==> src/rtl/bm_mac_pkg.sv <==
// rtl/bm_mac_pkg.sv - shared widths, Booth digit encoding and mode enum for the block-mantissa MAC
package bm_mac_pkg;

  localparam int DEF_MAN_W = 7;
  localparam int DEF_EXP_W = 2;
  localparam int DEF_ACC_W = 24;
  localparam int PROD_W    = 2 * DEF_MAN_W;
  localparam int SHIFT_MAX = 2 * ((1 << DEF_EXP_W) - 1);

  // One radix-4 Booth digit: magnitude select (one/two) plus negate.
  typedef struct packed {
    logic neg;
    logic one;
    logic two;
  } booth_sel_t;

  localparam booth_sel_t BOOTH_ZERO = '{neg: 1'b0, one: 1'b0, two: 1'b0};
  localparam booth_sel_t BOOTH_P1   = '{neg: 1'b0, one: 1'b1, two: 1'b0};
  localparam booth_sel_t BOOTH_P2   = '{neg: 1'b0, one: 1'b0, two: 1'b1};
  localparam booth_sel_t BOOTH_M1   = '{neg: 1'b1, one: 1'b1, two: 1'b0};
  localparam booth_sel_t BOOTH_M2   = '{neg: 1'b1, one: 1'b0, two: 1'b1};

  typedef enum logic {
    MODE_FMA = 1'b0,
    MODE_ACC = 1'b1
  } mode_e;

  // Triplet is {b[2i+1], b[2i], b[2i-1]}.
  function automatic booth_sel_t booth_decode(input logic [2:0] t);
    case (t)
      3'b001, 3'b010: return BOOTH_P1;
      3'b011:         return BOOTH_P2;
      3'b100:         return BOOTH_M2;
      3'b101, 3'b110: return BOOTH_M1;
      default:        return BOOTH_ZERO;
    endcase
  endfunction

  function automatic int min_acc_w(input int man_w, input int exp_w);
    return 2 * man_w + 2 * ((1 << exp_w) - 1) + 1;
  endfunction

endpackage

==> src/rtl/mbe_mul_signed.sv <==
// rtl/mbe_mul_signed.sv - radix-4 modified-Booth partial-product generator and reduction tree
// The two halves are independent so the parent can register the partial products between them.
module mbe_mul_signed
  import bm_mac_pkg::*;
#(
  parameter int MAN_W = DEF_MAN_W,
  parameter int PP_W  = 2 * MAN_W,
  parameter int NPP   = (MAN_W + 1) / 2
) (
  input  logic [MAN_W-1:0]    a,
  input  logic [MAN_W-1:0]    b,
  output logic [NPP*PP_W-1:0] pp,
  input  logic [NPP*PP_W-1:0] pp_q,
  output logic [PP_W-1:0]     prod
);

  localparam int BX_W = 2 * NPP + 1;

  logic [BX_W-1:0] b_ext;
  logic [PP_W-1:0] a_ext;
  logic [PP_W-1:0] mag;
  booth_sel_t      sel;

  // Each partial product is kept at full product width, pre-shifted to its digit weight,
  // so reduction is a plain modular sum.
  always_comb begin
    a_ext = PP_W'($signed(a));
    b_ext = BX_W'($signed({b, 1'b0}));
    mag   = '0;
    sel   = BOOTH_ZERO;
    pp    = '0;
    for (int i = 0; i < NPP; i++) begin
      sel = booth_decode(b_ext[2*i +: 3]);
      mag = sel.two ? (a_ext << 1) : (sel.one ? a_ext : '0);
      pp[i*PP_W +: PP_W] = (sel.neg ? -mag : mag) << (2 * i);
    end
  end

  always_comb begin
    prod = '0;
    for (int i = 0; i < NPP; i++) begin
      prod = prod + pp_q[i*PP_W +: PP_W];
    end
  end

endmodule

==> src/rtl/bm_mac_pipe.sv <==
// rtl/bm_mac_pipe.sv - 3-stage block-mantissa MAC: a*b+c or running dot product with sticky overflow
// BM_MAC_SAT_EN defined: accumulator saturates and holds; otherwise it wraps.
module bm_mac_pipe
  import bm_mac_pkg::*;
#(
  parameter int MAN_W = DEF_MAN_W,
  parameter int EXP_W = DEF_EXP_W,
  parameter int ACC_W = DEF_ACC_W
) (
  input  logic             clk,
  input  logic             rst,
  input  logic             in_valid,
  output logic             in_ready,
  input  logic             in_mode,
  input  logic             in_last,
  input  logic [MAN_W-1:0] op_a_dat,
  input  logic [EXP_W-1:0] op_a_exp,
  input  logic [MAN_W-1:0] op_b_dat,
  input  logic [EXP_W-1:0] op_b_exp,
  input  logic [MAN_W-1:0] op_c_dat,
  input  logic [EXP_W-1:0] op_c_exp,
  output logic             out_valid,
  input  logic             out_ready,
  output logic [ACC_W-1:0] res,
  output logic             res_ovf
);

  localparam int PW   = 2 * MAN_W;
  localparam int NPP  = (MAN_W + 1) / 2;
  localparam int ES_W = EXP_W + 1;
  localparam logic [ACC_W-1:0] ACC_MAX = {1'b0, {(ACC_W-1){1'b1}}};
  localparam logic [ACC_W-1:0] ACC_MIN = {1'b1, {(ACC_W-1){1'b0}}};

  generate
    if (ACC_W < min_acc_w(MAN_W, EXP_W)) begin : g_acc_w_too_small
      $error("bm_mac_pipe: ACC_W too small for MAN_W/EXP_W");
    end
  endgenerate

  logic stall;
  logic adv;

  assign stall    = out_valid & ~out_ready;
  assign adv      = ~stall;
  assign in_ready = ~stall;

  logic [NPP*PW-1:0] pp_comb;
  logic [PW-1:0]     prod_comb;

  logic              s1_valid;
  mode_e             s1_mode;
  logic              s1_last;
  logic [NPP*PW-1:0] s1_pp;
  logic [ES_W-1:0]   s1_esum;
  logic [ACC_W-1:0]  s1_c;

  logic              s2_valid;
  mode_e             s2_mode;
  logic              s2_last;
  logic [ACC_W-1:0]  s2_prod;
  logic [ACC_W-1:0]  s2_c;

  logic [ACC_W-1:0]  acc;
  logic              acc_ovf;

  mbe_mul_signed #(
    .MAN_W (MAN_W),
    .PP_W  (PW),
    .NPP   (NPP)
  ) u_mul (
    .a    (op_a_dat),
    .b    (op_b_dat),
    .pp   (pp_comb),
    .pp_q (s1_pp),
    .prod (prod_comb)
  );

  // S1: Booth partial products, exponent sum, aligned addend.
  always_ff @(posedge clk or posedge rst) begin
    if (rst) begin
      s1_valid <= 1'b0;
      s1_mode  <= MODE_FMA;
      s1_last  <= 1'b0;
      s1_pp    <= '0;
      s1_esum  <= '0;
      s1_c     <= '0;
    end else if (adv) begin
      s1_valid <= in_valid;
      s1_mode  <= mode_e'(in_mode);
      s1_last  <= in_last & in_mode;
      s1_pp    <= pp_comb;
      s1_esum  <= ES_W'(op_a_exp) + ES_W'(op_b_exp);
      s1_c     <= ACC_W'($signed(op_c_dat)) << op_c_exp;
    end
  end

  // S2: reduced product, scaled by the exponent sum.
  always_ff @(posedge clk or posedge rst) begin
    if (rst) begin
      s2_valid <= 1'b0;
      s2_mode  <= MODE_FMA;
      s2_last  <= 1'b0;
      s2_prod  <= '0;
      s2_c     <= '0;
    end else if (adv) begin
      s2_valid <= s1_valid;
      s2_mode  <= s1_mode;
      s2_last  <= s1_last;
      s2_prod  <= ACC_W'($signed(prod_comb)) << s1_esum;
      s2_c     <= s1_c;
    end
  end

  logic [ACC_W-1:0] fma_sum;
  logic [ACC_W-1:0] acc_sum;
  logic [ACC_W-1:0] acc_next;
  logic             add_ovf;
  logic             ovf_next;

  always_comb begin
    fma_sum = s2_prod + s2_c;
    acc_sum = acc + s2_prod;
    add_ovf = (acc[ACC_W-1] == s2_prod[ACC_W-1]) && (acc_sum[ACC_W-1] != acc[ACC_W-1]);
`ifdef BM_MAC_SAT_EN
    // Once clamped, the accumulator stays pinned until the sequence closes.
    if (acc_ovf) begin
      acc_next = acc;
    end else if (add_ovf) begin
      acc_next = acc[ACC_W-1] ? ACC_MIN : ACC_MAX;
    end else begin
      acc_next = acc_sum;
    end
`else
    acc_next = acc_sum;
`endif
    ovf_next = acc_ovf | add_ovf;
  end

  // S3: result register and accumulator; FMA beats leave the accumulator untouched.
  always_ff @(posedge clk or posedge rst) begin
    if (rst) begin
      out_valid <= 1'b0;
      res       <= '0;
      res_ovf   <= 1'b0;
      acc       <= '0;
      acc_ovf   <= 1'b0;
    end else if (adv) begin
      out_valid <= 1'b0;
      if (s2_valid) begin
        if (s2_mode == MODE_FMA) begin
          out_valid <= 1'b1;
          res       <= fma_sum;
          res_ovf   <= 1'b0;
        end else if (s2_last) begin
          out_valid <= 1'b1;
          res       <= acc_next;
          res_ovf   <= ovf_next;
          acc       <= '0;
          acc_ovf   <= 1'b0;
        end else begin
          acc       <= acc_next;
          acc_ovf   <= ovf_next;
        end
      end
    end
  end

endmodule

==> config.mk <==
export PLATFORM = sky130hd
export DESIGN_NAME = bm_mac_pipe
export DESIGN_NICKNAME = d
export VERILOG_FILES = /design/src/rtl/bm_mac_pkg.sv /design/src/rtl/mbe_mul_signed.sv /design/src/rtl/bm_mac_pipe.sv
export SDC_FILE = /design/constraint.sdc
export NUM_CORES = 1
export LEC_CHECK = 0
export CAP_MARGIN = 5
export CELL_PAD_IN_SITES_DETAIL_PLACEMENT = 1
export CELL_PAD_IN_SITES_GLOBAL_PLACEMENT = 2
export CORE_AREA = 2 2 168 170
export CTS_BUF_LIST = sky130_fd_sc_hd__clkbuf_2
export CTS_CLUSTER_SIZE = 28
export DETAILED_ROUTE_END_ITERATION = 12
export DIE_AREA = 0 0 170 172
export GPL_TIMING_DRIVEN = 0
export PLACE_DENSITY = 0.93
export SLEW_MARGIN = 30
export SYNTH_ARGS = -nofsm -noshare
export SYNTH_HDL_FRONTEND = slang
export SYNTH_SLANG_ARGS = --single-unit
==> constraint.sdc <==
create_clock -name clk -period 14.2 [get_ports clk]
set_input_delay 2.13 -clock clk [delete_from_list [all_inputs] [get_ports clk]]
set_output_delay 2.13 -clock clk [all_outputs]
set_load 0.05 [all_outputs]
# Word level (Yosys, flattened, before mapping)
# Cells that the tools add are included.
# Widths: inputs -> output; s select.
# totals
reg_bits	176
word_cells	91
# classes
n_addsub	10
n_eq_ne	24
n_shift	2
n_mux	25
bitwise_logic	5
reduce_logical	9
# op_table
op	count
$mux 24	3
$add 24x24->24	2
$add 14x14->14	3
$mux 14	3
$mux 12	3
$pmux 3 s4	3
$mux 10	3
$eq 3x3->1 const B	9
$mux 8	3
$shl 24x2->24	1
$shl 24x3->24	1
$eq 3x2->1 const B	6
$neg 14->14	1
$neg 12->12	1
$reduce_or 2->1	6
$neg 10->10	1
$eq 3x1->1 const B	3
$pmux 3 s3	1
$neg 8->8	1
$mux 1	6
$reduce_and 3->1	2
$eq 2x2->1 const B	2
$add 2x2->3	1
$and 1x1->1	2
7 further kinds	8

# Longest topological paths before layout
# logic_depth
depth_word	7
mapped_depth	15

# Cells and area by module
# Synthesis repeated with hierarchy kept, for this count alone.
# hier_totals
hier_cells	1418
area_unflattened_um2	11888.9
# by_module_without_submodules
module	n_inst	cells_each	area_each_um2	seq_area_each_um2
bm_mac_pipe	1	962	8704.6	3928.8
mbe_mul_signed	1	456	3184.3	0.0

# Worst setup path after synthesis
# OpenSTA, ideal clock, no wires.
# synth_timing
path_kind	input -> output
from	input out_ready
to	output in_ready
arrival_time_ps	3380
required_ps	12070
slack_ps	8690
stages	5
path_buffers	3
path_cell_list	nor2b_1 clkbuf_1 inv_2 clkbuf_1 buf_1
# synth_via
elab_chain_cells	3
# synth_lines
item	line_no	source
from (decl)	bm_mac_pipe.sv:23	input logic out_ready,
$not 1->1	bm_mac_pipe.sv:43	assign stall = out_valid & ~out_ready;
$and 1x1->1	bm_mac_pipe.sv:43	
$not 1->1 (no source line)	--	
to (decl)	bm_mac_pipe.sv:13	output logic in_ready,
# Every way passes these cells.

# Worst setup path in the final report
# Same ends and word-level chain as after synthesis.

==> impl_metrics.toml <==
[routing]
routed_wl_um = 34100
postRouteAntennaNets = 0
viasPerCell = 5.71
drt_iter0_drc = 704
dr.pass1.iters = 5
routedWlPerCell_um = 20.0
drcViolationCount = 0
via_count = 9726

[setup_path]
worst_ep_arrival_time_ns = 5.36
slowest_stage = "clkdlybuf4s50_1"
critPathRequiredTime_ns = 12.07
cp-end-kind = "primary output"
cp_max_fo = 10
cp-startpoint = "out_ready"
worst-setup-path-type = "in -> out"
cp_num_buf_inv = 6
slowest_delay_ns = 0.93
cp_top_family = "buffers and inverters"
crit_path_start_kind = "primary input"
r2r_start = "s1_pp[37]$_DFFE_PP0N_"
path_cells = "clkdlybuf4s50_1, nor2b_1, clkbuf_1, inv_2, clkbuf_1, buf_1, clkdlybuf4s50_1"
rrSetupSlack_ns = 10.38

[global_routing]
antenna_found_initial = 1
grt_use_total_pct = 23.7
grt_pass1_vias = 9977
grt_max_degree = 94
grt_pass1_wl_um = 53800
grt_overflow = 0

[synthesis]
synth-main-ff-cell = "dfrtp_1"
syn-num-nets = 1385
synth-seq-cells = 145
async_reset_ff_share_pct = 100
synth_cell_types = 81
synth_edf_count = 0
synth_area_per_cell_sq_um = 8.51
syn_area_sq_mm = 0.0108
yosys_warnings = 0
ys_seq_area_share_pct = 33.6
netlist_instances = 1268

[cts]
cts.clk_slew.worst_paths_ns = 0.25
cts_setup_buffers = 0
cts.sinks = 145
clk_latency_ns = 0.78
cts-htree-levels = 4
post_cts_resized = 0
clock_path_buffers = 2
cts.hold.buffers_added = 0
clock-root-buffer = "clkbuf_2"
cts_buffers = 17
cts_tree = "yes"

[outcome]
outcome = "finished, final reports clean"

[cells_and_area]
fin_nets = 1460
areaGrowthSynthToFinish_pct = 11.4
final_cell_mix = "nand2_1 (171), dfrtp_1 (145), o21ai_0 (97)"
multi_input_area_sq_mm = 0.00657
regArea_sq_mm = 0.00363
fillCellCount = 3330
layout-drive-gt1-share_pct = 5.16
final_common_cell = "nand2_1"

[placed_design]
io_buffers = 55
dp_slack_ns = 6.70
hpwl_um = 26800
place.gp.congestion = 0.895

[sta]
hold_viol_final = 0
whs_ns = 0.497
worst_pin_slew_ns = 0.846
setup_tns_ns = 0
drv_slew = 0
max_slew_margin_pct = 42.9
rsz0062_at_grt = "no"
period_minus_slack_ns = 7.49
finalClockSkew_ns = 0.0530
post-route-period-util_pct = 52.7
worst_slack_ns = 6.71
timing.fmax_ghz = 0.134
setup_viol = 0

[pwr]
power_density_mw_per_mm2 = 287
ir_worst_vdd_mv = 0.126
p_total_uw = 3450
p_leak_uw = 0.00534

[die]
start_util_pct = 39.3
die_area_sq_mm = 0.0292
die_y_um = 172
row_count = 61
coreArea_sq_mm = 0.0275
ios = 60
die_w_um = 170

[hold_path]
hp-class = "reg -> reg"
min_from = "res[2]$_DFFE_PP0P_"

[run]
drv_cap = 0
path summary, 6_finish.rpt:
path,end,cells after the start
setup / recovery,in_ready,7
hold / removal,res[2]$_DFFE_PP0P_,2
setup reg to reg,s2_prod[14]$_DFFE_PP0N_,11
hold reg to reg,res[2]$_DFFE_PP0P_,2
max in group asynchronous,s2_c[2]$_DFFE_PP0N_,3
min in group asynchronous,acc[21]$_DFFE_PP0P_,2
cells by family after synthesis:
family                   Yosys count  share of synthesized area (%)
multiplexers                      29                           2.99
AO/OA/AOI/OAI                    400                           24.7
XOR/XNOR                          72                           5.97
flip-flops                       145                           33.6
buffers and inverters            154                           5.57
AND/OR/NAND/NOR                  384                           16.1
adder cells (fa/ha/maj)           84                           11.1
cell type report:
type / instances / area share [%]
sequential: 145 / 30.2
antenna: 1 / 0.0208
clock inverter: 15 / 1.01
clock buffer: 17 / 0.708
timing repair buffer: 56 / 4.81
multi-input combinational: 969 / 54.6
buffer: 70 / 2.38
inverter: 84 / 2.68
tap: 346 / 3.60
per-stage QoR:
| step | instance area, sq um | cells | util (%) |
|---|---|---|---|
| after detailed placement | 11800 | 1670 | 43.0 |
| after floorplan | 10800 | 1268 | - |
| final | 12000 | 1703 | 43.8 |
| after CTS | 12000 | 1702 | 43.8 |
| after global routing | 12000 | 1703 | 43.8 |
| after global placement | 11800 | 1669 | 42.9 |
report_power, final:
group / leakage (uW) / internal, uW / switching [uW]
Combinational: 0.00344 / 1000 / 1490
Sequential: 0.00178 / 582 / 141
Clock: 0.000130 / 51.7 / 179
Total: 0.00534 / 1640 / 1810
tightest hold or removal path: stages (launching register included):
cell	delay [ns]
dfrtp_1	0.40
nand2_1	0.05
nand2_1	0.04
registers in the layout, summed over array words and instances (netlist names):
| name | count |
|---|---|
| acc | 24 |
| acc_ovf | 1 |
| out_valid | 1 |
| res | 24 |
| res_ovf | 1 |
| s1_c | 10 |
| s1_esum | 3 |
| s1_last | 1 |
| s1_mode | 1 |
| s1_pp | 44 |
| s1_valid | 1 |
| s2_c | 10 |
| s2_last | 1 |
| s2_mode | 1 |
| s2_prod | 21 |
| s2_valid | 1 |
layer usage:
layer  wire length (um)  global-route usage, %  share of wire (%)  up-vias
met2              17400                   43.2                 51      179
met3                940                   3.02                2.8       49
met1              15000                   29.2                 44     4833
li1                   -                      -                  -     4665
met5                  0                      0                  0        -
met4                734                   7.13                2.2        0
synth_stat cells (13+ instances only):
master,instances,area (sq um)
nand2_1,171,642
a31oi_1,15,93.8
and3_1,13,81.3
a21o_1,23,173
xor2_1,22,193
nand2b_1,21,131
a22o_1,22,193
nor2_1,84,315
xnor2_1,49,429
o21ai_0,97,485
ha_1,64,801
mux2i_1,21,210
a211oi_1,15,113
a21oi_1,91,455
clkbuf_1,51,191
nand3_1,27,135
nor3_1,16,80.1
nor2b_1,19,119
inv_1,81,304
fa_1,20,400
o211ai_1,16,120
o22ai_1,15,93.8
dfrtp_1,145,3630
Power figures use the tool's default switching activity.
